**src/rtl/vga_embarcacao_n.sv**
```systemverilog
// Vessel renderer for the 8x8 battleship board: draws up to N_CELULAS cells,
// colours hit cells, blinks a sunk vessel, and swaps in new data only at frame start.
module vga_embarcacao_n #(
  parameter int          N_CELULAS     = 4,
  parameter int          X0            = 16,
  parameter int          Y0            = 16,
  parameter int          PASSO_X       = 62,
  parameter int          PASSO_Y       = 57,
  parameter int          LARGURA       = 54,
  parameter int          ALTURA        = 49,
  parameter logic [2:0]  COR           = 3'b001,
  parameter logic [2:0]  COR_ATINGIDA  = 3'b100,
  parameter int          QUADROS_PISCA = 16
) (
  input  logic                     clk,
  input  logic                     rst_n,
  input  logic                     areaAtiva,
  input  logic [9:0]               linha,
  input  logic [9:0]               coluna,
  input  logic [8*N_CELULAS-1:0]   posicoesEmbarcacao,
  input  logic [N_CELULAS-1:0]     atingidos,
  input  logic                     atualizar,
  output logic                     rgb_r,
  output logic                     rgb_g,
  output logic                     rgb_b,
  output logic                     afundado
);

  localparam int CW = (QUADROS_PISCA > 1) ? $clog2(QUADROS_PISCA) : 1;

  // Left/top border of a cell for a grid index 1..8; out-of-range indices wrap
  // harmlessly because such cells are disabled.
  function automatic logic [9:0] borda(input logic [3:0] p, input int base, input int passo);
    return 10'(base + (int'(p) - 1) * passo);
  endfunction

  function automatic logic valido(input logic [3:0] p);
    return (p >= 4'd1) && (p <= 4'd8);
  endfunction

  // Shadow (captured on atualizar) and active (committed at frame start) state
  logic [8*N_CELULAS-1:0] sh_pos_q, sh_pos_d;
  logic [N_CELULAS-1:0]   sh_hit_q, sh_hit_d;
  logic                   pendente_q, pendente_d;
  logic [9:0]             esq_q  [N_CELULAS];
  logic [9:0]             esq_d  [N_CELULAS];
  logic [9:0]             topo_q [N_CELULAS];
  logic [9:0]             topo_d [N_CELULAS];
  logic [N_CELULAS-1:0]   habil_q, habil_d;
  logic [N_CELULAS-1:0]   hit_q, hit_d;

  // Blink timing and sunk flag
  logic [CW-1:0]          quadro_q, quadro_d;
  logic                   fase_q, fase_d;
  logic                   afundado_q, afundado_d;

  // Pixel pipeline
  logic                   area_q, area_d;
  logic [N_CELULAS-1:0]   contem_q, contem_d;
  logic [2:0]             rgb_q, rgb_d;

  logic                   inicio;
  logic                   commit;
  logic                   ganha_hit;

  // NOTE: every always_comb output gets a default before any branch; a path
  // that leaves one unassigned would infer a latch.
  always_comb begin
    inicio     = (linha == 10'd0) && (coluna == 10'd0);
    commit     = inicio && pendente_q;

    sh_pos_d   = sh_pos_q;
    sh_hit_d   = sh_hit_q;
    pendente_d = pendente_q;
    esq_d      = esq_q;
    topo_d     = topo_q;
    habil_d    = habil_q;
    hit_d      = hit_q;
    quadro_d   = quadro_q;
    fase_d     = fase_q;

    // A strobe on a commit cycle lands in the shadow after the old data moves out
    if (atualizar) begin
      sh_pos_d   = posicoesEmbarcacao;
      sh_hit_d   = atingidos;
      pendente_d = 1'b1;
    end else if (commit) begin
      pendente_d = 1'b0;
    end

    if (commit) begin
      hit_d = sh_hit_q;
      for (int k = 0; k < N_CELULAS; k++) begin
        esq_d[k]   = borda(sh_pos_q[8*k +: 4], X0, PASSO_X);
        topo_d[k]  = borda(sh_pos_q[8*k+4 +: 4], Y0, PASSO_Y);
        habil_d[k] = valido(sh_pos_q[8*k +: 4]) && valido(sh_pos_q[8*k+4 +: 4]);
      end
    end

    if (inicio) begin
      if (quadro_q == CW'(QUADROS_PISCA - 1)) begin
        quadro_d = '0;
        fase_d   = ~fase_q;
      end else begin
        quadro_d = quadro_q + CW'(1);
      end
    end

    afundado_d = (|habil_q) && ((habil_q & ~hit_q) == '0);

    // Stage 1: containment uses the active borders. The frame-start pixel (0,0)
    // can never satisfy the strict left/top test, so no commit bypass is needed.
    area_d = areaAtiva;
    for (int k = 0; k < N_CELULAS; k++) begin
      contem_d[k] = habil_q[k]
                 && ({1'b0, linha}  > {1'b0, esq_q[k]})
                 && ({1'b0, linha}  < ({1'b0, esq_q[k]}  + 11'(LARGURA)))
                 && ({1'b0, coluna} > {1'b0, topo_q[k]})
                 && ({1'b0, coluna} < ({1'b0, topo_q[k]} + 11'(ALTURA)));
    end

    // Stage 2: lowest-index containing cell decides the colour
    ganha_hit = 1'b0;
    for (int k = N_CELULAS - 1; k >= 0; k--) begin
      if (contem_q[k]) ganha_hit = hit_q[k];
    end
    rgb_d = 3'b000;
    if (area_q && (|contem_q) && !(afundado_q && !fase_q)) begin
      rgb_d = ganha_hit ? COR_ATINGIDA : COR;
    end
  end

  // NOTE: sequential state uses non-blocking assignments so every flop samples
  // the pre-edge values regardless of statement order.
  always_ff @(posedge clk or negedge rst_n) begin
    if (!rst_n) begin
      sh_pos_q   <= '0;
      sh_hit_q   <= '0;
      pendente_q <= 1'b0;
      // NOTE: the border arrays are reset like any other register because a
      // cleared board must be guaranteed blank straight out of reset.
      for (int k = 0; k < N_CELULAS; k++) begin
        esq_q[k]  <= '0;
        topo_q[k] <= '0;
      end
      habil_q    <= '0;
      hit_q      <= '0;
      quadro_q   <= '0;
      fase_q     <= 1'b1;
      afundado_q <= 1'b0;
      area_q     <= 1'b0;
      contem_q   <= '0;
      rgb_q      <= 3'b000;
    end else begin
      sh_pos_q   <= sh_pos_d;
      sh_hit_q   <= sh_hit_d;
      pendente_q <= pendente_d;
      esq_q      <= esq_d;
      topo_q     <= topo_d;
      habil_q    <= habil_d;
      hit_q      <= hit_d;
      quadro_q   <= quadro_d;
      fase_q     <= fase_d;
      afundado_q <= afundado_d;
      area_q     <= area_d;
      contem_q   <= contem_d;
      rgb_q      <= rgb_d;
    end
  end

  assign {rgb_r, rgb_g, rgb_b} = rgb_q;
  assign afundado              = afundado_q;

endmodule
```
**config.mk**
```make
export PLATFORM = sky130hd
export DESIGN_NAME = vga_embarcacao_n
export DESIGN_NICKNAME = d
export VERILOG_FILES = /design/src/rtl/vga_embarcacao_n.sv
export SDC_FILE = /design/constraint.sdc
export NUM_CORES = 1
export LEC_CHECK = 0
export ABC_AREA = 1
export CORE_ASPECT_RATIO = 0.5
export CORE_UTILIZATION = 25
export CTS_BUF_LIST = sky130_fd_sc_hd__clkbuf_8
export DETAILED_ROUTE_END_ITERATION = 8
export GPL_TIMING_DRIVEN = 0
export PLACE_DENSITY_LB_ADDON = 0.08
export SLEW_MARGIN = 20
export SYNTH_ARGS = -nofsm -noshare
export SYNTH_HDL_FRONTEND = slang
export SYNTH_SLANG_ARGS = --single-unit
```
**constraint.sdc**
```tcl
create_clock -name clk -period 5.13 [get_ports clk]
set_input_delay 1.2825 -clock clk [delete_from_list [all_inputs] [get_ports clk]]
set_output_delay 1.2825 -clock clk [all_outputs]
set_load 0.05 [all_outputs]
```
# Word level (Yosys, flattened, before mapping)
# Cells that the tools add are included.
# word_totals
output_inout_bits	4
in_bits	60
ff_bits	139
# classes
bitwise	3
mul	8
reduce_logical	43
n_mux	9
magnitude_cmp	32
eq_ne	1
addsub	25
# op_table
cell	n
10-bit by 6-bit adder with 11-bit output (second input constant)	8
10-bit by 11-bit < comparator with 1-bit output	8
6-bit by 10-bit adder with 10-bit output (first input constant)	8
10-bit > comparator	8
5-bit by 7-bit multiplier with 10-bit output (second input constant)	4
4-bit by 1-bit subtractor with 5-bit output (second input constant)	8
5-bit by 6-bit multiplier with 9-bit output (second input constant)	4
1-bit logical AND	34
4-bit by 1-bit greater-or-equal comparator with 1-bit output (second input constant)	8
4-bit <= comparator (second input constant)	8
10-bit logical NOT	2
4-bit OR reduction	2
1-bit two-way mux	6
3-bit two-way mux	2
4-bit by 1-bit adder with 4-bit output (second input constant)	1
4-bit bitwise AND	1
4-bit equality test (second input constant)	1
4-bit logical NOT	1
4-bit two-way mux	1
4-bit NOT	1
1-bit logical NOT	2
2-bit AND reduction	1
2-bit nonzero test	1
1-bit NOT	1

# Logic depth before layout (Yosys ltp)
# logic_depth
word_depth	6
depth_mapped	24
mapped_depth_nobuf	24

# Worst setup path before layout
# OpenSTA, ideal clock, no wires.
# synth_path
path_kind	register -> register
from	register sh_pos_q[4]
to	register topo_q[39] in the netlist's numbering
setup_slack_ps	1206
path_buffers	0
setup_ps	77
path_stages_with_launch	16
arrival_ps	3848
t_required_ps	5053
cell_sequence	dfrtp_1 -> inv_1 -> ha_1 -> xnor2_1 -> fa_1 -> fa_1 -> fa_1 -> inv_1 -> ha_1 -> fa_1 -> nand2_1 -> nand2_1 -> a21oi_1 -> xor2_1 -> nand2_1 -> o21ai_1
# synth_via
elab_chain_cells	3
# synth_rtl
item	line_no	source
start: declaration	42	logic [8*N_CELULAS-1:0] sh_pos_q, sh_pos_d;
start signal: assignment	155	sh_pos_q <= sh_pos_d;
4-bit by 1-bit subtractor with 5-bit output	34	return 10'(base + (int'(p) - 1) * passo);
5-bit by 7-bit multiplier with 10-bit output	34	
6-bit by 10-bit adder with 10-bit output	34	
end signal: assignment	159	topo_q <= topo_d;
end: declaration	47	logic [9:0] topo_q [N_CELULAS];
# No other way between the ends.
# A chain may end at the register's enable or synchronous reset.

# Worst setup path in the final report
# Ends and elaborated chain as after synthesis.

==> results.md <==
- Hold WC Path Type: flop to flop
- CP startpoint kind: flop
- EDFF count, synth: 0
- Switching power total: 2.22 mW
- DIE WIDTH: 344 µm
- Hold_ws: just under 0.5 ns
- Crit-path cells: inv_1 > ha_1 > xnor2_1 > fa_1 > fa_1 > fa_1 > inv_1 > ha_1 > fa_1 > nand2_1 > nand2_1 > a21oi_1 > xor2_1 > nand2_1 > o21ai_1
- Sw frac: a little under half
- First-pass GRT wire length: 69.1 mm
- Lkg Pwr: 8.84 nW
- CP arrival: 4.67 ns
- Fin. max-slew vios: 0
- Sequential fraction of the synthesis area: 22.9%
- Vias in the first global route: about 12000
- Syn_nets: about 2300
- Highest clock rate: 235 MHz
- Clock skew: between 0.02 and 0.025 ns
- Post-CTS Setup Repair Bufs: 0
- Num rows: 62
- Top_reg_cell synth: dfrtp_1
- R2R Path Start: sh_pos_q[4]$_DFFE_PN0P_
- Max Used Layer: met4
- Syn-to-layout area delta: 13.9%
- TritonCTS clock tree: built
- # hold bufs at CTS: 0
- CTS Sinks: 134
- #FFs+latches synth: 134
- Crit-path most repeated cell: fa_1
- IO Count: 64
- Met3 wire len: 1.16 mm
- Hold path start: sh_hit_q[1]$_DFFE_PN0P_
- R2r setup slk: between 0.8 and 0.9 ns
- Setup crit end kind: flop
- Synth top area cells: ha_1 (27%), dfrtp_1 (23%), nand2_1 (11%), inv_1 (7.7%), fa_1 (4.9%)
- Final Util: between 20% and 30%
- Top-area cell type share of the netlist area: 26.6%
- Final worst path period share: 83.0%
- Setup TNS: 0 ns
- DPL Wire Length: 35.1 mm
- Met2 WL: approximately 19 mm
- Post-CTS Resized: 0
- Gr ovfl total: 0
- Core area: 57600 µm²
- Slew @ Worst Pin: ~1.1 ns
- Syn Area/Cell: between 7 and 8 µm²
- Die Ht: approximately 170 µm
- CP Launch Point: sh_pos_q[4]$_DFFE_PN0P_
- Largest net degree at the start of global routing: 80
- Hold Path Stages: 2
- Vias/cell: 4.33
- Total Power: between 4 and 5 mW
- PwrDens: 296 nW/µm²
- Distinct cell type count of the synthesized netlist: 39
- Root buffer cell: clkbuf_8
- Port Buf Inserts: 61
- Final Hold Viols: 0
- WL met1: 23.5 mm
- Syn. warnings: 0
- GPL Wtd Cong: between 0.7 and 0.8
- Clk buf depth: 2
- Antenna violations before repair: 3
- Unrepaired setup endpoints after global routing: false
- Routed Antenna Nets: 0
- Initial Util: 25.4%
- Most frequent cells in the layout: nand2_1 (423), ha_1 (311), inv_1 (302)
- Min Tclk post-route: 4.26 ns
- WL/cell: 15.8 µm
- TritonRoute pass-1 iters: 5
- Status: finished clean
- Synthesized instance count: roughly 1900
- Delay of the slowest cell on the worst path: 0.52 ns
- R2R depth: 15
- Final Instance Count excl. Fillers: 2761
- P_int: around 2.7 mW
- Critical path's top delay family: adder cells
- Synth Cell Area: 14600 µm²
- Final setup violation count: 0
- Worst Hold End: sh_hit_q[1]$_DFFE_PN0P_
- CP Data Required Time: 5.54 ns
- Share of cells above drive strength 1: 3.16%
- Async SR Flop Fraction: 100%
- Clk_lat worst skew: 0.50 ns
- Worst-path fanout max: 6
- CTS clock-pin slew for the worst setup and hold paths: 0.10 ns
- Die area: 59600 µm²
- # DRC: 0
- CP max stage cell: fa_1
- Commonest non-fill, non-tap cell in the layout: nand2_1
- TritonCTS Buffers: 17
- End of the worst register-to-register path: topo_q[39]$_DFFE_PN0P_
- Crit Path Category: flop to flop
- Rel. slew slack: 28.2%
- Routed via count: roughly 12000
- Final wirelength: roughly 44 mm
- Comb pwr share: between 50% and 60%
- GRT Overall Usage: 15.2%
- Crit path buffers/inverters: 2
- Cell Count Post-Placement: 2728
- Max_cap viols: 0
- Layout Nets: 2386
- Levels on crit path: 15
- Peak supply drop: between 0.0001 and 0.00015 V
- Top cell type by total area after synthesis: ha_1
- H-tree depth: 4
- Reg power frac: 22.4%
- Initial DRC Count: 522
- Power share of the clock group: between 20% and 30%
==> logic make-up after synthesis <==
logic type / Yosys count / synth area share, %
flops: 134 / 22.9
xor+xnor: 115 / 6.88
other cells: 1 / 0.0256
buf+inv: 327 / 8.67
fa+ha+maj: 347 / 31.5
compound gates: 272 / 9.92
simple gates: 702 / 20.1
==> cell usage after synthesis, drive strengths merged (2+ instances only) <==
cell type / count
nand4: 22
o21a: 11
a31oi: 2
buf: 13
xnor2: 35
fa: 36
or2: 12
nor2: 105
a21oi: 82
a21o: 7
ha: 311
nor4: 3
inv: 302
nor3: 18
o21bai: 3
o22ai: 4
a211o: 3
nand3: 106
o21ai: 153
o2111ai: 2
clkbuf: 12
dfrtp: 133
nand3b: 12
o211ai: 4
xor2: 80
nand2: 423
==> final cells by class <==
cell class              instances  area [µm²]
diodes                          1        2.50
plain buffers                  25         139
clock buffers                  18         248
clock inverters                14         175
fillers                      6302       41000
inverters                     302        1130
multi-input cells            1437       10000
flip-flops and latches        134        3350
well taps                     768         961
repair buffers                 62         643
==> worst max-delay path by stage <==
stage                              to  slack [ns]
6_report       topo_q[39]$_DFFE_PN0P_        0.87
5_1_grt        topo_q[29]$_DFFE_PN0P_        0.53
4_1_cts        topo_q[29]$_DFFE_PN0P_        0.79
3_5_place_dp    esq_q[35]$_DFFE_PN0P_        0.70
3_3_place_gp    esq_q[19]$_DFFE_PN0P_       -3.77
2_1_floorplan  topo_q[39]$_DFFE_PN0P_        1.21
==> state kept, by name, indices dropped and copies added (netlist names) <==
register / cells
contem_q: 4
fase_q: 1
quadro_q: 4
esq_q: 36
habil_q: 4
hit_q: 4
rgb_q: 2
topo_q: 40
pendente_q: 1
afundado: 1
sh_hit_q: 4
area_q: 1
sh_pos_q: 32
==> power groups by stage <==
stage	registers, mW	logic (mW)	clock network, mW
6_report	1.11	2.81	1.02
5_1_grt	1.11	3.33	1.10
4_1_cts	1.11	2.90	1.07
3_5_place_dp	1.13	2.87	0
3_3_place_gp	1.13	2.87	0
2_1_floorplan	1.12	2.18	0
==> per-stage QoR <==
stage	worst slack, ns	area (µm²)
after floorplan	1.21	14600
after global placement	-3.77	16200
after detailed placement	0.704	16300
after CTS	0.789	16700
after global routing	0.533	16700
final	0.873	16700
==> metal layers <==
layer	track usage, %	vias up
met4	2.21	0
li1	-	6317
met5	0	-
met2	23.9	85
met3	2.76	12
met1	22.0	5553
==> tightest hold or removal path: stages (launching register included) <==
cell and delay (ns):
dfrtp_1 0.36, nand2_1 0.05, nand2_1 0.05
(Power assumes the default switching activity.)
